===== src/rtl/tlul_pkg.sv =====
// Shared TL-UL opcode constants and arbiter state type for the channel-A arbiter.
package tlul_pkg;

  localparam logic [2:0] PutFullData    = 3'd0;
  localparam logic [2:0] PutPartialData = 3'd1;
  localparam logic [2:0] Get            = 3'd4;
  localparam logic [2:0] AccessAck      = 3'd0;
  localparam logic [2:0] AccessAckData  = 3'd1;

  typedef enum logic [1:0] {
    ARB_IDLE,
    ARB_BUSY,
    ARB_ERR
  } arb_state_e;

  // D-channel opcode that answers a given A-channel opcode.
  function automatic logic [2:0] resp_opcode(input logic [2:0] a_opcode);
    return (a_opcode == Get) ? AccessAckData : AccessAck;
  endfunction

endpackage


===== src/rtl/tlul_rr_arbiter.sv =====
// Combinational round-robin pick: first eligible index at or after rr_ptr, wrapping.
module tlul_rr_arbiter #(
  parameter int unsigned NUM_MASTERS = 3,
  parameter int unsigned IDX_WIDTH   = 2
) (
  input  logic [NUM_MASTERS-1:0] eligible,
  input  logic [IDX_WIDTH-1:0]   rr_ptr,
  output logic [NUM_MASTERS-1:0] grant,
  output logic [IDX_WIDTH-1:0]   grant_idx,
  output logic                   grant_valid
);

  int unsigned idx;

  always_comb begin
    grant       = '0;
    grant_idx   = '0;
    grant_valid = 1'b0;
    idx         = 0;
    for (int unsigned k = 0; k < NUM_MASTERS; k++) begin
      idx = 32'(rr_ptr) + k;
      if (idx >= NUM_MASTERS) begin
        idx = idx - NUM_MASTERS;
      end
      for (int unsigned j = 0; j < NUM_MASTERS; j++) begin
        if (!grant_valid && (j == idx) && eligible[j]) begin
          grant[j]    = 1'b1;
          grant_idx   = IDX_WIDTH'(j);
          grant_valid = 1'b1;
        end
      end
    end
  end

endmodule


===== src/rtl/tlul_a_arbiter.sv =====
// N:1 TL-UL channel-A arbiter with source tagging, D routing and per-master outstanding limits.
// Optional local decode-error responder enabled by defining TLUL_ARB_DECERR_EN.
module tlul_a_arbiter
  import tlul_pkg::*;
#(
  parameter int unsigned NUM_MASTERS  = 3,
  parameter int unsigned MIDX_WIDTH   = 2,
  parameter int unsigned SRC_WIDTH    = 2,
  parameter int unsigned ADDR_WIDTH   = 32,
  parameter int unsigned DATA_WIDTH   = 32,
  parameter int unsigned MASK_WIDTH   = 4,
  parameter int unsigned SIZE_WIDTH   = 3,
  parameter int unsigned OPCODE_WIDTH = 3,
  parameter int unsigned PARAM_WIDTH  = 3,
  parameter int unsigned SINK_WIDTH   = 1,
  parameter int unsigned MAX_OUTST    = 4,
  parameter logic [ADDR_WIDTH-1:0] SLAVE_BASE = 32'h0000_0000,
  parameter logic [ADDR_WIDTH-1:0] SLAVE_MASK = 32'hFFFF_F000
) (
  input  logic                                clk_100,
  input  logic                                reset,
  input  logic [NUM_MASTERS-1:0]              master_a_valid,
  output logic [NUM_MASTERS-1:0]              master_a_ready,
  input  logic [NUM_MASTERS*OPCODE_WIDTH-1:0] master_a_opcode,
  input  logic [NUM_MASTERS*PARAM_WIDTH-1:0]  master_a_param,
  input  logic [NUM_MASTERS*SIZE_WIDTH-1:0]   master_a_size,
  input  logic [NUM_MASTERS*SRC_WIDTH-1:0]    master_a_source,
  input  logic [NUM_MASTERS*ADDR_WIDTH-1:0]   master_a_address,
  input  logic [NUM_MASTERS*MASK_WIDTH-1:0]   master_a_mask,
  input  logic [NUM_MASTERS*DATA_WIDTH-1:0]   master_a_data,
  output logic [NUM_MASTERS-1:0]              master_d_valid,
  input  logic [NUM_MASTERS-1:0]              master_d_ready,
  output logic [NUM_MASTERS*OPCODE_WIDTH-1:0] master_d_opcode,
  output logic [NUM_MASTERS*PARAM_WIDTH-1:0]  master_d_param,
  output logic [NUM_MASTERS*SIZE_WIDTH-1:0]   master_d_size,
  output logic [NUM_MASTERS*SRC_WIDTH-1:0]    master_d_source,
  output logic [NUM_MASTERS*SINK_WIDTH-1:0]   master_d_sink,
  output logic [NUM_MASTERS*DATA_WIDTH-1:0]   master_d_data,
  output logic [NUM_MASTERS-1:0]              master_d_error,
  output logic                                slave_a_valid,
  input  logic                                slave_a_ready,
  output logic [OPCODE_WIDTH-1:0]             slave_a_opcode,
  output logic [PARAM_WIDTH-1:0]              slave_a_param,
  output logic [SIZE_WIDTH-1:0]               slave_a_size,
  output logic [SRC_WIDTH+MIDX_WIDTH-1:0]     slave_a_source,
  output logic [ADDR_WIDTH-1:0]               slave_a_address,
  output logic [MASK_WIDTH-1:0]               slave_a_mask,
  output logic [DATA_WIDTH-1:0]               slave_a_data,
  input  logic                                slave_d_valid,
  output logic                                slave_d_ready,
  input  logic [OPCODE_WIDTH-1:0]             slave_d_opcode,
  input  logic [PARAM_WIDTH-1:0]              slave_d_param,
  input  logic [SIZE_WIDTH-1:0]               slave_d_size,
  input  logic [SRC_WIDTH+MIDX_WIDTH-1:0]     slave_d_source,
  input  logic [SINK_WIDTH-1:0]               slave_d_sink,
  input  logic [DATA_WIDTH-1:0]               slave_d_data,
  input  logic                                slave_d_error
);

  localparam int unsigned CntW = $clog2(MAX_OUTST + 1);
`ifdef TLUL_ARB_DECERR_EN
  localparam bit DecErrEn = 1'b1;
`else
  localparam bit DecErrEn = 1'b0;
`endif

  arb_state_e state_q, state_d;
  logic [MIDX_WIDTH-1:0] grant_idx_q, grant_idx_d;
  logic [MIDX_WIDTH-1:0] rr_ptr_q, rr_ptr_d, rr_next;
  logic [CntW-1:0] outst_q [NUM_MASTERS];
  logic [CntW-1:0] outst_d [NUM_MASTERS];
  logic err_phase_q, err_phase_d;
  logic [OPCODE_WIDTH-1:0] err_opcode_q, err_opcode_d;
  logic [SIZE_WIDTH-1:0] err_size_q, err_size_d;
  logic [SRC_WIDTH-1:0] err_source_q, err_source_d;

  logic [NUM_MASTERS-1:0] eligible, arb_grant;
  logic [MIDX_WIDTH-1:0] arb_idx;
  logic arb_valid, cand_miss, a_hs, d_hs, d_ok, err_block, local_valid;
  logic [MIDX_WIDTH-1:0] d_idx;

  logic [OPCODE_WIDTH-1:0] sel_opcode;
  logic [PARAM_WIDTH-1:0] sel_param;
  logic [SIZE_WIDTH-1:0] sel_size;
  logic [SRC_WIDTH-1:0] sel_source;
  logic [ADDR_WIDTH-1:0] sel_address, cand_address;
  logic [MASK_WIDTH-1:0] sel_mask;
  logic [DATA_WIDTH-1:0] sel_data;
  logic sel_d_ready;

  always_comb begin
    for (int unsigned i = 0; i < NUM_MASTERS; i++) begin
      eligible[i] = master_a_valid[i] && (outst_q[i] < CntW'(MAX_OUTST));
    end
  end

  tlul_rr_arbiter #(
    .NUM_MASTERS (NUM_MASTERS),
    .IDX_WIDTH   (MIDX_WIDTH)
  ) u_rr_arbiter (
    .eligible    (eligible),
    .rr_ptr      (rr_ptr_q),
    .grant       (arb_grant),
    .grant_idx   (arb_idx),
    .grant_valid (arb_valid)
  );

  // Registered grant selects the forwarded fields; the fresh one-hot pick drives the decode.
  always_comb begin
    sel_opcode   = '0;
    sel_param    = '0;
    sel_size     = '0;
    sel_source   = '0;
    sel_address  = '0;
    sel_mask     = '0;
    sel_data     = '0;
    sel_d_ready  = 1'b0;
    cand_address = '0;
    for (int unsigned i = 0; i < NUM_MASTERS; i++) begin
      if (grant_idx_q == MIDX_WIDTH'(i)) begin
        sel_opcode  = master_a_opcode[i*OPCODE_WIDTH +: OPCODE_WIDTH];
        sel_param   = master_a_param[i*PARAM_WIDTH +: PARAM_WIDTH];
        sel_size    = master_a_size[i*SIZE_WIDTH +: SIZE_WIDTH];
        sel_source  = master_a_source[i*SRC_WIDTH +: SRC_WIDTH];
        sel_address = master_a_address[i*ADDR_WIDTH +: ADDR_WIDTH];
        sel_mask    = master_a_mask[i*MASK_WIDTH +: MASK_WIDTH];
        sel_data    = master_a_data[i*DATA_WIDTH +: DATA_WIDTH];
        sel_d_ready = master_d_ready[i];
      end
      if (arb_grant[i]) begin
        cand_address = master_a_address[i*ADDR_WIDTH +: ADDR_WIDTH];
      end
    end
  end

  assign cand_miss       = DecErrEn && ((cand_address & SLAVE_MASK) != SLAVE_BASE);
  assign rr_next         = (grant_idx_q == MIDX_WIDTH'(NUM_MASTERS - 1)) ? '0 :
                           grant_idx_q + MIDX_WIDTH'(1);
  assign slave_a_opcode  = sel_opcode;
  assign slave_a_param   = sel_param;
  assign slave_a_size    = sel_size;
  assign slave_a_source  = {grant_idx_q, sel_source};
  assign slave_a_address = sel_address;
  assign slave_a_mask    = sel_mask;
  assign slave_a_data    = sel_data;

  always_comb begin
    state_d        = state_q;
    grant_idx_d    = grant_idx_q;
    rr_ptr_d       = rr_ptr_q;
    err_phase_d    = err_phase_q;
    err_opcode_d   = err_opcode_q;
    err_size_d     = err_size_q;
    err_source_d   = err_source_q;
    master_a_ready = '0;
    slave_a_valid  = 1'b0;
    a_hs           = 1'b0;
    case (state_q)
      ARB_IDLE: begin
        if (arb_valid) begin
          grant_idx_d = arb_idx;
          err_phase_d = 1'b0;
          state_d     = cand_miss ? ARB_ERR : ARB_BUSY;
        end
      end
      ARB_BUSY: begin
        slave_a_valid = 1'b1;
        for (int unsigned i = 0; i < NUM_MASTERS; i++) begin
          if (grant_idx_q == MIDX_WIDTH'(i)) master_a_ready[i] = slave_a_ready;
        end
        if (slave_a_ready) begin
          a_hs     = 1'b1;
          rr_ptr_d = rr_next;
          state_d  = ARB_IDLE;
        end
      end
      ARB_ERR: begin
        if (!err_phase_q) begin
          // Swallow the beat and latch what the local error response must echo.
          for (int unsigned i = 0; i < NUM_MASTERS; i++) begin
            if (grant_idx_q == MIDX_WIDTH'(i)) master_a_ready[i] = 1'b1;
          end
          err_opcode_d = OPCODE_WIDTH'(resp_opcode(3'(sel_opcode)));
          err_size_d   = sel_size;
          err_source_d = sel_source;
          err_phase_d  = 1'b1;
          rr_ptr_d     = rr_next;
        end else if (sel_d_ready) begin
          err_phase_d = 1'b0;
          state_d     = ARB_IDLE;
        end
      end
      default: state_d = ARB_IDLE;
    endcase
  end

  assign d_idx       = slave_d_source[SRC_WIDTH +: MIDX_WIDTH];
  assign d_ok        = 32'(d_idx) < NUM_MASTERS;
  assign err_block   = (state_q == ARB_ERR);
  assign local_valid = err_block && err_phase_q && !reset;

  always_comb begin
    master_d_valid  = '0;
    master_d_opcode = {NUM_MASTERS{slave_d_opcode}};
    master_d_param  = {NUM_MASTERS{slave_d_param}};
    master_d_size   = {NUM_MASTERS{slave_d_size}};
    master_d_source = {NUM_MASTERS{slave_d_source[SRC_WIDTH-1:0]}};
    master_d_sink   = {NUM_MASTERS{slave_d_sink}};
    master_d_data   = {NUM_MASTERS{slave_d_data}};
    master_d_error  = {NUM_MASTERS{slave_d_error}};
    slave_d_ready   = 1'b0;
    if (!reset) begin
      // Responses tagged for a non-existent master are sunk.
      slave_d_ready = !d_ok;
      for (int unsigned i = 0; i < NUM_MASTERS; i++) begin
        if (d_ok && (d_idx == MIDX_WIDTH'(i)) &&
            !(err_block && (grant_idx_q == MIDX_WIDTH'(i)))) begin
          master_d_valid[i] = slave_d_valid;
          slave_d_ready     = master_d_ready[i];
        end
      end
    end
    if (local_valid) begin
      for (int unsigned i = 0; i < NUM_MASTERS; i++) begin
        if (grant_idx_q == MIDX_WIDTH'(i)) begin
          master_d_valid[i]                              = 1'b1;
          master_d_opcode[i*OPCODE_WIDTH +: OPCODE_WIDTH] = err_opcode_q;
          master_d_param[i*PARAM_WIDTH +: PARAM_WIDTH]    = '0;
          master_d_size[i*SIZE_WIDTH +: SIZE_WIDTH]       = err_size_q;
          master_d_source[i*SRC_WIDTH +: SRC_WIDTH]       = err_source_q;
          master_d_sink[i*SINK_WIDTH +: SINK_WIDTH]       = '0;
          master_d_data[i*DATA_WIDTH +: DATA_WIDTH]       = '0;
          master_d_error[i]                              = 1'b1;
        end
      end
    end
  end

  assign d_hs = slave_d_valid && slave_d_ready && d_ok;

  // Simultaneous accept and response on one master cancel; decrement saturates at zero.
  always_comb begin
    for (int unsigned i = 0; i < NUM_MASTERS; i++) begin
      logic inc, dec;
      inc        = a_hs && (grant_idx_q == MIDX_WIDTH'(i));
      dec        = d_hs && (d_idx == MIDX_WIDTH'(i));
      outst_d[i] = outst_q[i];
      if (inc && !dec) begin
        outst_d[i] = outst_q[i] + CntW'(1);
      end else if (dec && !inc && (outst_q[i] != '0)) begin
        outst_d[i] = outst_q[i] - CntW'(1);
      end
    end
  end

  always_ff @(posedge clk_100) begin
    if (reset) begin
      state_q      <= ARB_IDLE;
      grant_idx_q  <= '0;
      rr_ptr_q     <= '0;
      err_phase_q  <= 1'b0;
      err_opcode_q <= '0;
      err_size_q   <= '0;
      err_source_q <= '0;
      for (int unsigned i = 0; i < NUM_MASTERS; i++) begin
        outst_q[i] <= '0;
      end
    end else begin
      state_q      <= state_d;
      grant_idx_q  <= grant_idx_d;
      rr_ptr_q     <= rr_ptr_d;
      err_phase_q  <= err_phase_d;
      err_opcode_q <= err_opcode_d;
      err_size_q   <= err_size_d;
      err_source_q <= err_source_d;
      outst_q      <= outst_d;
    end
  end

endmodule


===== config.mk =====
export PLATFORM = sky130hd
export DESIGN_NAME = tlul_a_arbiter
export DESIGN_NICKNAME = d
export VERILOG_FILES = /design/src/rtl/tlul_pkg.sv /design/src/rtl/tlul_rr_arbiter.sv /design/src/rtl/tlul_a_arbiter.sv
export SDC_FILE = /design/constraint.sdc
export NUM_CORES = 1
export LEC_CHECK = 0
export CAP_MARGIN = 20
export CORE_AREA = 2 2 204 206
export CTS_CLUSTER_SIZE = 20
export DETAILED_ROUTE_END_ITERATION = 10
export DIE_AREA = 0 0 206 208
export HOLD_SLACK_MARGIN = 0.05
export SLEW_MARGIN = 10
export SYNTH_ARGS = -nofsm -noshare
export SYNTH_HDL_FRONTEND = slang
export SYNTH_SLANG_ARGS = --single-unit

===== constraint.sdc =====
create_clock -name clk_100 -period 7.74 [get_ports clk_100]
set_clock_uncertainty 0.05 [all_clocks]
set_input_delay 2.322 -clock clk_100 [delete_from_list [all_inputs] [get_ports clk_100]]
set_output_delay 2.322 -clock clk_100 [all_outputs]
set_load 0.01 [all_outputs]

==> impl_metrics.py <==
metrics = {
    "yosys": {
        "syn_area_um2": 3730,
        "async_flop_share": 0,
        "synth_edf_count": 0,
        "synth_cells": 528,
        "syn_area_per_cell_um2": 7.06,
        "synthesis.nets": 829,
        "synthFlopType": "dfxtp_1",
        "synth_seq_cells": 14,
        "yosysWarnings": 0,
        "ys_types": 52,
        "seq_area_frac_synth": 0.0751,
    },
    "cts": {
        "postCtsSetupBuffers": 0,
        "cts_tree": "built",
        "cts_buffers": 3,
        "hold_buffers": 0,
        "numClockSinks": 14,
        "cts-root-buf": "clkbuf_16",
        "cts.clk_slew.worst_paths_ns": 0.05,
        "htree_levels": 1,
        "cts_max_path_buffers": 2,
        "ctsResizeCount": 0,
        "clk_latency_ns": 0.25,
    },
    "drt": {
        "drt_iter0_drc": 229,
        "drc": 0,
        "drtPass1Iterations": 7,
        "vias": 4293,
        "ant_nets": 0,
        "wl_per_cell_um": 15.6,
        "wl_um": 19400,
        "avgViaCountPerCell": 3.45,
    },
    "timing": {
        "min_period_ns": 6.56,
        "fmax_ghz": 0.152,
        "slew_violations": 0,
        "setup_viol": 0,
        "slew-limit-headroom": 0.432,
        "timing.setup.tns_ns": 0,
        "timing.final.crit_share": 0.848,
        "rsz0062_at_grt": "false",
        "tightestPinTransition_ns": 0.850,
        "hold_viol": 0,
    },
    "worst_setup_path": {
        "cp.required_ns": 5.37,
        "crit_type": "in2out",
        "cp-start-kind": "input port",
        "cp_max_fo": 11,
        "cp.arrival_ns": 4.19,
        "end_kind": "primary output",
        "r2r_cells": 9,
    },
    "place": {
        "gp_congestion": 0.742,
        "portBuffers": 337,
        "hpwl_um": 16300,
    },
    "floorplan": {
        "coreArea_um2": 40600,
        "dieHeight_um": 208,
        "die_x_um": 206,
        "io_pins": 518,
        "initial_core_util": 0.0920,
        "dieArea_um2": 42800,
        "rows": 74,
    },
    "pwr": {
        "power_leakage_nw": 2.19,
        "p_per_area_nw_per_um2": 100,
        "design_power_total_uw": 675,
        "ir_drop_mv": 0.0561,
    },
    "finish": {
        "layout-drive-gt1-share": 0.0337,
        "diodes": 0,
        "n_fill_cell": 4597,
        "syn2layout_area_growth_pct": 80.9,
        "nets": 1014,
        "multi_input_area_um2": 2230,
        "register_area_um2": 285,
    },
    "job": {
        "maxCapViolCount": 0,
    },
    "worst_hold_path": {
        "hold_path_class": "reg2reg",
        "worstHoldPathCells": 2,
    },
    "global_route": {
        "grt_overflow": 0,
        "track_usage": 0.0804,
        "first_global_vias": 4225,
        "grt_pass1_wl_um": 26000,
        "antenna_found_initial": 0,
        "grt_max_degree": 52,
    },
    "run_status": {
        "status": "finished clean",
    },
}
## worst max-delay path, stage by stage
cell	delay [ns]
clkdlybuf4s50_1	0.68
nor4b_4	0.51
clkdlybuf4s50_1	0.67
## cells in the mapped netlist (all sizes together) (2+ instances only)
library cell	instances	share of area
mux2	2	0.0070
nor2b	2	0.0034
inv	14	0.014
o31a	2	0.0047
buf	149	0.29
nand2	88	0.089
a211oi	5	0.010
nand2b	4	0.0067
or3	2	0.0034
fa	3	0.016
and2b	3	0.0067
nand4	2	0.0034
a21oi	9	0.015
nand3b	3	0.0060
a221oi	2	0.0047
mux2i	81	0.22
nor3	2	0.0027
and4bb	3	0.011
o221ai	2	0.0047
nor2	14	0.014
clkbuf	15	0.018
o21ai	83	0.11
dfxtp	14	0.075
nand4b	2	0.0064
ha	4	0.013
## power breakdown
group	switching, mW	internal [mW]
clock	0.0314	0.0698
combinational	0.202	0.283
sequential	0.0103	0.0778
## state kept, by name, indices dropped and copies added (netlist names)
signal	cells
rr_ptr_q	2
outst_q	9
grant_idx_q	2
state_q	1
## routing by layer
metal | routed length (um) | up-vias | GRT usage
met5 | 53 | - | 0.00922
met3 | 2390 | 24 | 0.0296
met1 | 7030 | 1905 | 0.0842
met4 | 299 | 2 | 0.0167
met2 | 9600 | 330 | 0.150
li1 | - | 2032 | -
## placed cells by master (no fill, tap or decap), drive strengths merged, types with 2 or more instances in the layout
master / count
a211oi: 5
a21oi: 9
a221oi: 2
and2b: 3
and4bb: 3
buf: 7
clkbuf: 4
clkdlybuf4s50: 337
dfxtp: 14
fa: 3
ha: 4
inv: 14
mux2: 2
mux2i: 81
nand2: 88
nand2b: 4
nand3b: 3
nand4: 2
nand4b: 2
nor2: 14
nor2b: 2
nor3: 2
o21ai: 83
o221ai: 2
o31a: 2
or3: 2
## metrics by stage
step	instance area, um2	hold slack [ns]	cells	utilization	setup slack, ns
after CTS	6750	0.452	1244	0.166	1.08
after global placement	6670	0.440	1240	0.164	1.05
after floorplan	3730	0.417	528	-	2.47
final	6750	0.455	1244	0.166	1.18
after global routing	6750	0.504	1244	0.166	1.11
after detailed placement	6670	0.440	1240	0.164	1.10
## cell families after synthesis
| group | after synthesis | synth area share |
|---|---|---|
| simple gates | 133 | 0.172 |
| mux | 83 | 0.224 |
| flops | 14 | 0.0751 |
| fa+ha+maj | 7 | 0.0295 |
| compound gates | 112 | 0.171 |
| buf+inv | 179 | 0.328 |
## final timing paths
kind                                     start                end  slack [ns]
worst max register to register  grant_idx_q[1]         outst_q[5]        5.16
worst max-delay path                     reset  master_d_valid[0]        1.18
worst min-delay path               rr_ptr_q[1]        rr_ptr_q[1]        0.45
worst min register to register     rr_ptr_q[1]        rr_ptr_q[1]        0.45
## final cells by class
| type | instances | share of cell area |
|---|---|---|
| timing repair buffer | 344 | 0.508 |
| clock buffer | 4 | 0.0117 |
| sequential | 14 | 0.0423 |
| multi-input combinational | 335 | 0.331 |
| tap | 532 | 0.0987 |
| inverter | 15 | 0.00835 |
No activity file was read; power rests on OpenSTA's default activity.
